--- config.mk ---
export PLATFORM = sky130hd
export DESIGN_NAME = mem_stage_unit
export DESIGN_NICKNAME = d
export VERILOG_FILES = /design/src/rtl/mem_stage_unit.sv
export SDC_FILE = /design/constraint.sdc
export NUM_CORES = 1
export LEC_CHECK = 0
export CORE_ASPECT_RATIO = 0.7
export CORE_MARGIN = 4
export CORE_UTILIZATION = 36
export CTS_BUF_LIST = sky130_fd_sc_hd__clkbuf_16
export CTS_CLUSTER_SIZE = 14
export DETAILED_ROUTE_END_ITERATION = 6
export GPL_TIMING_DRIVEN = 1
export PLACE_DENSITY = 0.79
export SYNTH_ARGS = -nofsm -noshare
export SYNTH_HDL_FRONTEND = slang
export SYNTH_SLANG_ARGS = --single-unit
--- constraint.sdc ---
create_clock -name clk -period 6.1 [get_ports clk]
set_input_delay 1.22 -clock clk [delete_from_list [all_inputs] [get_ports clk]]
set_output_delay 1.22 -clock clk [all_outputs]
set_load 0.01 [all_outputs]
--- src/rtl/mem_stage_unit.sv ---
// mem_stage_unit: MEM stage of the multicycle MIPS pipeline.
// Drives a request/ready data-memory port for loads and stores. Holds the
// upstream stages with a combinational freeze while an access is outstanding,
// and registers the MEM/WB pipeline outputs for write-back.
// Optional feature macro: MEM_TIMEOUT_EN. When defined, an access that sees
// no mem_ready for TIMEOUT BUSY cycles is aborted and mem_err is set (sticky).
module mem_stage_unit #(
  parameter int unsigned TIMEOUT = 16
) (
  input  logic        clk,
  input  logic        rst,
  // EXE/MEM register outputs
  input  logic        wb_en_in,
  input  logic        mem_r_en_in,
  input  logic        mem_w_en_in,
  input  logic [31:0] pc_in,
  input  logic [31:0] alu_result_in,
  input  logic [31:0] st_val_in,
  input  logic [4:0]  dest_in,
  // data-memory port
  output logic        mem_req,
  output logic        mem_we,
  output logic [31:0] mem_addr,
  output logic [31:0] mem_wdata,
  input  logic [31:0] mem_rdata,
  input  logic        mem_ready,
  // pipeline control
  output logic        freeze,
  // MEM/WB register outputs
  output logic        wb_en,
  output logic        mem_r_en,
  output logic [31:0] alu_result,
  output logic [31:0] mem_read_value,
  output logic [4:0]  dest,
  output logic [31:0] pc,
  output logic        mem_err
);

  typedef enum logic {
    IDLE = 1'b0,
    BUSY = 1'b1
  } state_t;

  // One MEM/WB pipeline entry; an all-zero value is a bubble.
  typedef struct packed {
    logic        wb_en;
    logic        mem_r_en;
    logic [31:0] alu_result;
    logic [31:0] read_value;
    logic [4:0]  dest;
    logic [31:0] pc;
  } mem_wb_t;

  state_t      state_q, state_d;
  logic        mem_req_q, mem_req_d;
  logic        mem_we_q, mem_we_d;
  logic [31:0] mem_addr_q, mem_addr_d;
  logic [31:0] mem_wdata_q, mem_wdata_d;
  mem_wb_t     wb_q, wb_d;

  logic access_present;
  logic eff_load;
  logic abort_hit;
  logic release_busy;

  // A store wins when both request flags are set, so the load flag is masked.
  assign access_present = mem_r_en_in | mem_w_en_in;
  assign eff_load       = mem_r_en_in & ~mem_w_en_in;

  // A timeout below 2 would leave no cycle for the memory to answer.
  if (TIMEOUT < 2) begin : g_timeout_too_small
  end

`ifdef MEM_TIMEOUT_EN
  localparam int unsigned CNT_W = (TIMEOUT > 2) ? $clog2(TIMEOUT) : 1;

  logic [CNT_W-1:0] cnt_q, cnt_d;
  logic             mem_err_q, mem_err_d;

  // Abort only when the memory has still not answered in the last allowed cycle.
  assign abort_hit = (state_q == BUSY) & ~mem_ready
                     & (cnt_q == CNT_W'(TIMEOUT - 1));

  // Counter is zero on entry to BUSY and counts BUSY cycles; error is sticky.
  always_comb begin
    cnt_d     = '0;
    mem_err_d = mem_err_q | abort_hit;
    if (state_q == BUSY) begin
      cnt_d = cnt_q + 1'b1;
    end
  end

  // Timeout counter and sticky error flag.
  always_ff @(posedge clk or posedge rst) begin
    if (rst) begin
      cnt_q     <= '0;
      mem_err_q <= 1'b0;
    end else begin
      cnt_q     <= cnt_d;
      mem_err_q <= mem_err_d;
    end
  end

  assign mem_err = mem_err_q;
`else
  assign abort_hit = 1'b0;
  assign mem_err   = 1'b0;
`endif

  // BUSY ends on completion or abort; freeze drops in that same cycle.
  assign release_busy = mem_ready | abort_hit;

  // Stall upstream while an access is pending; never depends on mem_rdata.
  always_comb begin
    freeze = 1'b0;
    if (!rst) begin
      if (state_q == IDLE) begin
        freeze = access_present;
      end else begin
        freeze = ~release_busy;
      end
    end
  end

  // Next-state, memory-port and MEM/WB selection for the two-state access FSM.
  always_comb begin
    state_d     = state_q;
    mem_req_d   = mem_req_q;
    mem_we_d    = mem_we_q;
    mem_addr_d  = mem_addr_q;
    mem_wdata_d = mem_wdata_q;
    wb_d        = '0;
    case (state_q)
      IDLE: begin
        if (access_present) begin
          // Launch the access; MEM/WB takes a bubble meanwhile.
          state_d     = BUSY;
          mem_req_d   = 1'b1;
          mem_we_d    = mem_w_en_in;
          mem_addr_d  = {alu_result_in[31:2], 2'b00};
          mem_wdata_d = st_val_in;
        end else begin
          // Plain ALU instruction passes straight through.
          wb_d.wb_en      = wb_en_in;
          wb_d.mem_r_en   = eff_load;
          wb_d.alu_result = alu_result_in;
          wb_d.read_value = '0;
          wb_d.dest       = dest_in;
          wb_d.pc         = pc_in;
        end
      end
      BUSY: begin
        if (mem_ready) begin
          // Completion: retire the held instruction with its load data.
          state_d         = IDLE;
          mem_req_d       = 1'b0;
          wb_d.wb_en      = wb_en_in;
          wb_d.mem_r_en   = eff_load;
          wb_d.alu_result = alu_result_in;
          wb_d.read_value = eff_load ? mem_rdata : 32'h0;
          wb_d.dest       = dest_in;
          wb_d.pc         = pc_in;
        end else if (abort_hit) begin
          // Abort: retire the instruction but suppress its register write.
          state_d         = IDLE;
          mem_req_d       = 1'b0;
          wb_d.wb_en      = 1'b0;
          wb_d.mem_r_en   = eff_load;
          wb_d.alu_result = alu_result_in;
          wb_d.read_value = '0;
          wb_d.dest       = dest_in;
          wb_d.pc         = pc_in;
        end
      end
      default: begin
        state_d   = IDLE;
        mem_req_d = 1'b0;
      end
    endcase
  end

  // FSM state, memory port and MEM/WB register; reset abandons any access.
  always_ff @(posedge clk or posedge rst) begin
    if (rst) begin
      state_q     <= IDLE;
      mem_req_q   <= 1'b0;
      mem_we_q    <= 1'b0;
      mem_addr_q  <= '0;
      mem_wdata_q <= '0;
      wb_q        <= '0;
    end else begin
      state_q     <= state_d;
      mem_req_q   <= mem_req_d;
      mem_we_q    <= mem_we_d;
      mem_addr_q  <= mem_addr_d;
      mem_wdata_q <= mem_wdata_d;
      wb_q        <= wb_d;
    end
  end

  assign mem_req        = mem_req_q;
  assign mem_we         = mem_we_q;
  assign mem_addr       = mem_addr_q;
  assign mem_wdata      = mem_wdata_q;
  assign wb_en          = wb_q.wb_en;
  assign mem_r_en       = wb_q.mem_r_en;
  assign alu_result     = wb_q.alu_result;
  assign mem_read_value = wb_q.read_value;
  assign dest           = wb_q.dest;
  assign pc             = wb_q.pc;

endmodule

==> results of run 1 <==
[flip-flops by register name, indices dropped and copies added (netlist names), 5 cells and up]
signal	flops
alu_result	32
mem_read_value	32
mem_wdata	32
pc	32
mem_addr	30
dest	5
[worst max-delay path: stages]
cell	delay (ps)
clkdlybuf4s50_1	520
or3_2	500
and3_1	200
clkdlybuf4s50_1	480
[report_power, final]
part | switching [W] | internal (W) | leakage, nW
sequential | 0.0000631 | 0.00125 | 2.14
clock | 0.000442 | 0.000520 | 0.255
combinational | 0.000246 | 0.000402 | 1.79
total | 0.000751 | 0.00217 | 4.18
[worst max-delay path by stage]
stage                            from  depth (start not counted)  slack, ps  endpoint
after CTS                         rst                          4       1920    freeze
after global routing              rst                          4       1850    freeze
after detailed placement          rst                          4       1930    freeze
after global placement    mem_r_en_in                          4       1990    freeze
final                     mem_r_en_in                          4       1960    freeze
after floorplan                   rst                          2        710    freeze
[cells in the final DEF, fill, tap and decap left out]
cell type / n
clkdlybuf4s50_1: 306
dfrtp_1: 168
a21boi_1: 66
mux2_2: 62
and2_1: 33
clkbuf_16: 17
clkinvlp_4: 6
buf_4: 5
a21boi_2: 4
inv_6: 4
inv_1: 3
conb_1: 3
clkinv_2: 3
nand2b_1: 2
and4b_1: 1
nand2_2: 1
or3_2: 1
and3_1: 1
nor3_1: 1
a21oi_1: 1
o21bai_4: 1
a22o_1: 1
clkinv_4: 1
[cell type report]
class                      instances  area [um2]  area share (%)
tap                              225       281.5           2.913
sequential                       168        4204           43.51
clock buffer                      17       425.4           4.402
inverter                           2       11.26          0.1165
clock inverter                    15       103.9           1.075
timing repair buffer             311        3100           32.09
multi-input combinational        178        1536           15.90
[per-stage QoR]
step	setup WS, ps	area [um2]	hold WS (ps)	utilization (%)
after CTS	1925	9663	507.5	59.47
after global placement	1990	9134	487.0	56.21
after detailed placement	1931	9134	493.7	56.21
after global routing	1849	9663	517.6	59.47
after floorplan	713.4	5963	495.0	-
final	1962	9663	502.8	59.47
[layer usage]
metal | routed length [um] | track usage [%]
met1 | 6363 | 19.80
met2 | 8169 | 28.87
met3 | 1542 | 7.963
met4 | 172 | 4.000
met5 | 0 | 0
[logic make-up (layout without fill, tap and decap cells)]
logic type             after synthesis  after routing  share of synthesized area [%]
DFF                                168            168                          70.63
AOI/OAI and AO/OA                   73             73                          9.439
muxes                               62             62                          11.73
and+or+nand+nor                     40             40                          4.204
buffers and inverters               30            345                          3.931
other                                1              3                        0.06300
==> results.sh, run 1 <==
export IMPL_num_vias=4064
export IMPL_htree_levels=4
export IMPL_tightest_slew_ps=1082
export IMPL_power_per_cell_area_mw_per_mm2=302.3
export IMPL_worst_hold_path_type="flip-flop to flip-flop"
export IMPL_fin_skew_ps=11.26
export IMPL_clk_latency_ps=420
export IMPL_initial_core_util_pct=36.63
export IMPL_clockBufferDepth=2
export IMPL_ys_types=20
export IMPL_cts_root_buf="clkbuf_16"
export IMPL_numClockSinks=168
export IMPL_setup_tns_ps=0
export IMPL_antenna_found_initial=0
export IMPL_ys_warn_count=0
export IMPL_die_y_um=115.6
export IMPL_period_needed_ps=4138
export IMPL_place_gp_congestion=0.7721
export IMPL_tritoncts="built"
export IMPL_r2r_start="state_q"
export IMPL_grt_pass1_vias=4425
export IMPL_final_cells=916
export IMPL_hold_end="mem_addr[17]"
export IMPL_hold_violations=0
export IMPL_yosysSeqAreaShare_pct=70.63
export IMPL_synth_cells=374
export IMPL_p_leak_nw=4.178
export IMPL_slew_violations=0
export IMPL_detail_route_antenna_nets=0
export IMPL_critPathKind="input port to output pin"
export IMPL_holdPathStages=1
export IMPL_period_share_pct=67.84
export IMPL_total_power_w=0.002921
export IMPL_hp_start="mem_addr[17]"
export IMPL_port_buffers=306
export IMPL_gr_total_overflow=0
export IMPL_fp_dieW_um=161.7
export IMPL_max_vdd_ir_drop_mv=0.1918
export IMPL_synth_area_mm2=0.005952
export IMPL_required_ps=4880
export IMPL_syn_area_per_cell_um2=15.91
export IMPL_synth_common_cells="168 x dfrtp_1, 66 x a21boi_1, 62 x mux2_2, 33 x and2_1, 14 x buf_6"
export IMPL_grt_usage_pct=16.94
export IMPL_vias_per_cell=4.437
export IMPL_drt_pass1_iterations=4
export IMPL_crit_fanout=5
export IMPL_synthToLayoutAreaGrowth_pct=62.35
export IMPL_grt_max_degree=87
export IMPL_layout_drive_gt1_share_pct=15.20
export IMPL_status="completed"
export IMPL_post_cts_resize_count=0
export IMPL_io_pin_count=310
export IMPL_crit_arrival_ps=2920
export IMPL_cts_clk_slew_worst_paths_ps=60
export IMPL_die_area_mm2=0.01869
export IMPL_synth_largest_area_cell="dfrtp_1"
export IMPL_wl_per_cell_um=17.74
export IMPL_start_kind="input port"
export IMPL_drc_errors=0
export IMPL_max_cap_violations=0
export IMPL_synth_seq_cells=168
export IMPL_timing_reg2reg_setup_slack_ps=4120
export IMPL_core_area_mm2=0.01625
export IMPL_synthArstFlopShare_pct=100.0
export IMPL_max_freq_mhz=241.7
export IMPL_nFillCells=1256
export IMPL_grt_first_pass_wirelength_um=24340
export IMPL_dp_cells=884
export IMPL_final_setup_viol_count=0
export IMPL_ys_flop_type="dfrtp_1"
export IMPL_cts_buffers_inserted=17
export IMPL_synth_most_common_cell="dfrtp_1"
export IMPL_antenna_cells=0
export IMPL_dp_hpwl_um=11800
export IMPL_hold_buffers=0
export IMPL_post_cts_buffers=0
export IMPL_r2r_end="mem_wdata[22]"
export IMPL_rsz0062_at_grt="false"
export IMPL_netlist_area_leader_share_pct=70.63
export IMPL_rr_worst_depth=3
export IMPL_rows=39
export IMPL_relSlewSlack_pct=27.65
export IMPL_wl_um=16250
export IMPL_layout_nets=817
export IMPL_synth_area_leaders="dfrtp_1 71%, mux2_2 12%, a21boi_1 8.3%"
export IMPL_critPathCaptureType="output pin"
export IMPL_synth_edf_count=0
export IMPL_drt_initial_drc_count=159
(Power assumes the default switching activity.)
==> inputs of run 2 (changes only) <==
--- a/config.mk
+++ b/config.mk
@@ -7,12 +7,12 @@
 export LEC_CHECK = 0
 export CORE_ASPECT_RATIO = 0.7
 export CORE_MARGIN = 4
-export CORE_UTILIZATION = 36
+export CORE_UTILIZATION = 39
 export CTS_BUF_LIST = sky130_fd_sc_hd__clkbuf_16
 export CTS_CLUSTER_SIZE = 14
 export DETAILED_ROUTE_END_ITERATION = 6
 export GPL_TIMING_DRIVEN = 1
-export PLACE_DENSITY = 0.79
+export PLACE_DENSITY = 0.81
 export SYNTH_ARGS = -nofsm -noshare
 export SYNTH_HDL_FRONTEND = slang
 export SYNTH_SLANG_ARGS = --single-unit
==> constraint.sdc (replaced) <==
create_clock -name clk -period 3.9 [get_ports clk]
set_input_delay 0.78 -clock clk [delete_from_list [all_inputs] [get_ports clk]]
set_output_delay 0.78 -clock clk [all_outputs]
set_load 0.01 [all_outputs]
==> results.sh, run 2 (synthesis gave the netlist of run 1 again) <==
export IMPL_status="completed"
export IMPL_cts_buffers_inserted=17
export IMPL_final_area_mm2=0.009697
export IMPL_fp_dieW_um=155.7
export IMPL_post_cts_buffers=0
export IMPL_hold_buffers=0
export IMPL_layout_nets=816
export IMPL_vias_per_cell=4.603
export IMPL_grt_max_degree=169
export IMPL_final_util_pct=65.46
export IMPL_whs_ps=504.3
export IMPL_rows=37
export IMPL_relSlewSlack_pct=41.74
export IMPL_cts_clk_slew_worst_paths_ps=70
export IMPL_nFillCells=1078
export IMPL_critPathKind="input port to output pin"
export IMPL_rr_worst_depth=3
export IMPL_clk_latency_ps=420
export IMPL_initial_core_util_pct=40.18
export IMPL_tritoncts="built"
export IMPL_tightest_slew_ps=873.9
export IMPL_most_common_layout_cells="306 x clkdlybuf4s50_1, 168 x dfrtp_1, 66 x a21boi_1, 62 x mux2_2, 33 x and2_1"
export IMPL_p_leak_nw=4.210
export IMPL_fin_skew_ps=6.979
export IMPL_wl_um=16780
export IMPL_port_buffers=306
export IMPL_drc_errors=0
export IMPL_pre_cts_slack_ps=644.6
export IMPL_period_needed_ps=3253
export IMPL_io_pin_count=310
export IMPL_period_share_pct=83.42
export IMPL_finalWorstSetupSlack_ps=646.6
export IMPL_holdPathStages=1
export IMPL_wl_per_cell_um=18.93
export IMPL_final_setup_viol_count=0
export IMPL_gr_total_overflow=0
export IMPL_detail_route_antenna_nets=0
export IMPL_die_y_um=111.4
export IMPL_die_area_mm2=0.01733
export IMPL_numClockSinks=168
export IMPL_slew_violations=0
export IMPL_synthToLayoutAreaGrowth_pct=62.92
export IMPL_crit_fanout=5
export IMPL_layout_drive_gt1_share_pct=15.07
export IMPL_post_dp_cell_area_mm2=0.009101
export IMPL_final_common_cell="clkdlybuf4s50_1"
export IMPL_max_freq_mhz=307.4
export IMPL_drt_pass1_iterations=4
export IMPL_max_vdd_ir_drop_mv=0.3300
export IMPL_core_area_mm2=0.01481
export IMPL_grt_first_pass_wirelength_um=26250
export IMPL_crit_arrival_ps=2470
export IMPL_num_vias=4078
export IMPL_htree_levels=4
export IMPL_rsz0062_at_grt="false"
export IMPL_cts_root_buf="clkbuf_16"
export IMPL_antenna_found_initial=1
export IMPL_dp_hpwl_um=12060
export IMPL_clockBufferDepth=2
export IMPL_hold_violations=0
export IMPL_grt_pass1_vias=4674
export IMPL_worst_hold_path_type="flip-flop to flip-flop"
export IMPL_start_kind="input port"
export IMPL_required_ps=3120
export IMPL_power_per_cell_area_mw_per_mm2=489.6
export IMPL_critPathCaptureType="output pin"
export IMPL_grt_usage_pct=19.72
export IMPL_max_cap_violations=0
export IMPL_drt_initial_drc_count=176
export IMPL_place_gp_congestion=0.7807
export IMPL_post_cts_resize_count=0
[run 2: layer usage]
metal  part of all wire [%]  vias to the layer above  global-route usage, %  routed length (um)
met2                     52                      182                  34.38                8734
met4                    2.0                        0                  7.289                 332
met1                     38                     2011                  22.21                6307
li1                       -                     1864                      -                   -
met5                      0                        -                      0                   0
met3                    8.4                       21                  7.187                1402
[run 2: worst max-delay path, stage by stage]
cell,delay (ps)
clkdlybuf4s50_1,510
or3_2,500
and3_1,200
clkdlybuf4s50_1,480
[run 2: final cells by class]
class	instances	area, um2	area share [%]
diodes	1	2.502	0.02581
clock buffers	17	425.4	4.387
clock inverters	15	167.7	1.729
inverters	2	11.26	0.1161
multi-input cells	178	1536	15.85
flip-flops and latches	168	4204	43.35
well taps	195	244.0	2.516
repair buffers	310	3105	32.03
[run 2: worst paths after layout]
check,from,end,slack (ps)
worst max register to register,state_q,mem_wdata[7],2050
worst max-delay path,mem_r_en_in,freeze,650
worst min register to register,mem_we,mem_we,500
min in group asynchronous,rst,pc[28],1010
worst min-delay path,mem_we,mem_we,500
max in group asynchronous,rst,alu_result[19],2250
[run 2: through the flow]
step	TNS (ps)	total power [W]	instances
after floorplan	-606.6	0.002460	376
after global placement	0	0.003070	853
after detailed placement	0	0.003109	853
after CTS	0	0.004813	885
after global routing	0	0.004972	886
final	0	0.004748	886
[run 2: where the power goes]
| part | leakage [nW] | total (W) | switching [W] | internal [W] |
|---|---|---|---|---|
| sequential | 2.14 | 0.00205 | 0.0000994 | 0.00195 |
| clock | 0.287 | 0.00168 | 0.000723 | 0.000959 |
| combinational | 1.79 | 0.00102 | 0.000387 | 0.000629 |
| total | 4.21 | 0.00475 | 0.00121 | 0.00354 |
==> inputs of run 3 (changes only) <==
==> constraint.sdc (replaced) <==
create_clock -name clk -period 3.3 [get_ports clk]
set_input_delay 0.66 -clock clk [delete_from_list [all_inputs] [get_ports clk]]
set_output_delay 0.66 -clock clk [all_outputs]
set_load 0.01 [all_outputs]
==> results.sh, run 3 (synthesis gave the netlist of run 1 again) <==
export IMPL_status="completed"
export IMPL_layout_drive_gt1_share_pct=15.34
export IMPL_rows=37
export IMPL_die_y_um=111.4
export IMPL_timing_reg2reg_setup_slack_ps=1560
export IMPL_drt_pass1_iterations=4
export IMPL_vias_per_cell=4.599
export IMPL_holdPathStages=1
export IMPL_numClockSinks=168
export IMPL_cts_buffers_inserted=17
export IMPL_clk_latency_ps=420
export IMPL_num_vias=4079
export IMPL_worst_hold_path_type="flip-flop to flip-flop"
export IMPL_synthToLayoutAreaGrowth_pct=62.85
export IMPL_rsz0062_at_grt="false"
export IMPL_max_freq_mhz=337.6
export IMPL_wl_um=16250
export IMPL_cts_clk_slew_worst_paths_ps=60
export IMPL_final_util_pct=65.43
export IMPL_cp_num_buf_inv=2
export IMPL_post_cts_resize_count=0
export IMPL_die_area_mm2=0.01733
export IMPL_cp_slowest_stage_delay_ps=510
export IMPL_crit_arrival_ps=2300
export IMPL_p_leak_nw=4.207
export IMPL_drc_errors=0
export IMPL_tightest_slew_ps=949.5
export IMPL_io_pin_count=310
export IMPL_period_needed_ps=2962
export IMPL_layout_nets=817
export IMPL_htree_levels=4
export IMPL_crit_fanout=5
export IMPL_rr_worst_depth=3
export IMPL_grt_first_pass_wirelength_um=25240
export IMPL_cpMaxStageDelayCell="clkdlybuf4s50_1"
export IMPL_cts_root_buf="clkbuf_16"
export IMPL_grt_pass1_vias=4474
export IMPL_hold_violations=0
export IMPL_hp_start="mem_we"
export IMPL_critPathCaptureType="output pin"
export IMPL_start_kind="input port"
export IMPL_core_area_mm2=0.01481
export IMPL_grt_usage_pct=18.75
export IMPL_drt_initial_drc_count=127
export IMPL_r2r_end="state_q"
export IMPL_power_per_cell_area_mw_per_mm2=570.3
export IMPL_r2r_start="state_q"
export IMPL_fp_dieW_um=155.7
export IMPL_critPathKind="input port to output pin"
export IMPL_crit_cells=4
export IMPL_crit_chain="clkdlybuf4s50_1 > or3_2 > and3_1 > clkdlybuf4s50_1"
export IMPL_crit_family="buffers and inverters"
export IMPL_relSlewSlack_pct=36.70
export IMPL_slew_violations=0
export IMPL_hold_end="mem_we"
export IMPL_clockBufferDepth=2
export IMPL_gr_total_overflow=0
export IMPL_final_common_cell="clkdlybuf4s50_1"
export IMPL_hold_buffers=0
export IMPL_post_cts_buffers=0
export IMPL_total_power_w=0.005527
export IMPL_initial_core_util_pct=40.18
export IMPL_dp_hpwl_um=11790
export IMPL_most_common_layout_cells="306 x clkdlybuf4s50_1, 168 x dfrtp_1, 66 x a21boi_1, 62 x mux2_2, 33 x and2_1"
export IMPL_period_share_pct=89.75
export IMPL_fin_skew_ps=8.008
export IMPL_final_setup_viol_count=0
export IMPL_max_cap_violations=0
export IMPL_wl_per_cell_um=18.32
export IMPL_grt_max_degree=169
export IMPL_crit_top_cell="clkdlybuf4s50_1"
export IMPL_port_buffers=306
export IMPL_detail_route_antenna_nets=0
export IMPL_place_gp_congestion=0.7941
export IMPL_antenna_found_initial=1
export IMPL_tritoncts="built"
export IMPL_required_ps=2640
export IMPL_max_vdd_ir_drop_mv=0.3417
## run 3: worst register-to-register path, delay by kind of cell, from the launching register on
| family | cells | cell delay [ps] |
|---|---|---|
| simple gates | 2 | 820 |
| buf+inv | 1 | 370 |
| flops | 1 | 450 |
## run 3: worst max path at each step
stage,end,slack (ps),startpoint
CTS,freeze,330,mem_w_en_in
global route,freeze,290,mem_w_en_in
detailed placement,freeze,330,mem_w_en_in
finish,freeze,340,mem_w_en_in
global placement,freeze,360,mem_w_en_in
floorplan,freeze,-970,rst
## run 3: stage by stage
step           cell area (um2)  cells  hold WS, ps  setup TNS [ps]  setup slack [ps]
2_1_floorplan             5963    376        495.0          -966.6            -966.6
3_3_place_gp              9121    854        487.4               0             361.6
3_5_place_dp              9121    854        487.2               0             325.5
4_1_cts                   9691    886        503.5               0             329.7
5_1_grt                   9693    887        518.9               0             285.5
6_report                  9693    887        496.4               0             338.2
## run 3: layout make-up
cell class              count  area, um2
well taps                 195      244.0
multi-input cells         178       1536
diodes                      1      2.502
inverters                   2      11.26
fillers                  1097       5121
repair buffers            311       3126
clock buffers              17      425.4
flip-flops and latches    168       4204
clock inverters            15      143.9
## run 3: report_power, final
part | internal, W | switching (W) | total [W]
registers | 0.00231 | 0.000114 | 0.00242
clock network | 0.00106 | 0.000850 | 0.00191
logic | 0.000747 | 0.000454 | 0.00120
total | 0.00411 | 0.00142 | 0.00553
## run 3: per-layer routing
| metal | global-route usage, % | wire [um] |
|---|---|---|
| met4 | 6.006 | 329 |
| met5 | 0 | 0 |
| met1 | 21.44 | 6176 |
| met3 | 7.498 | 1459 |
| met2 | 32.31 | 8284 |
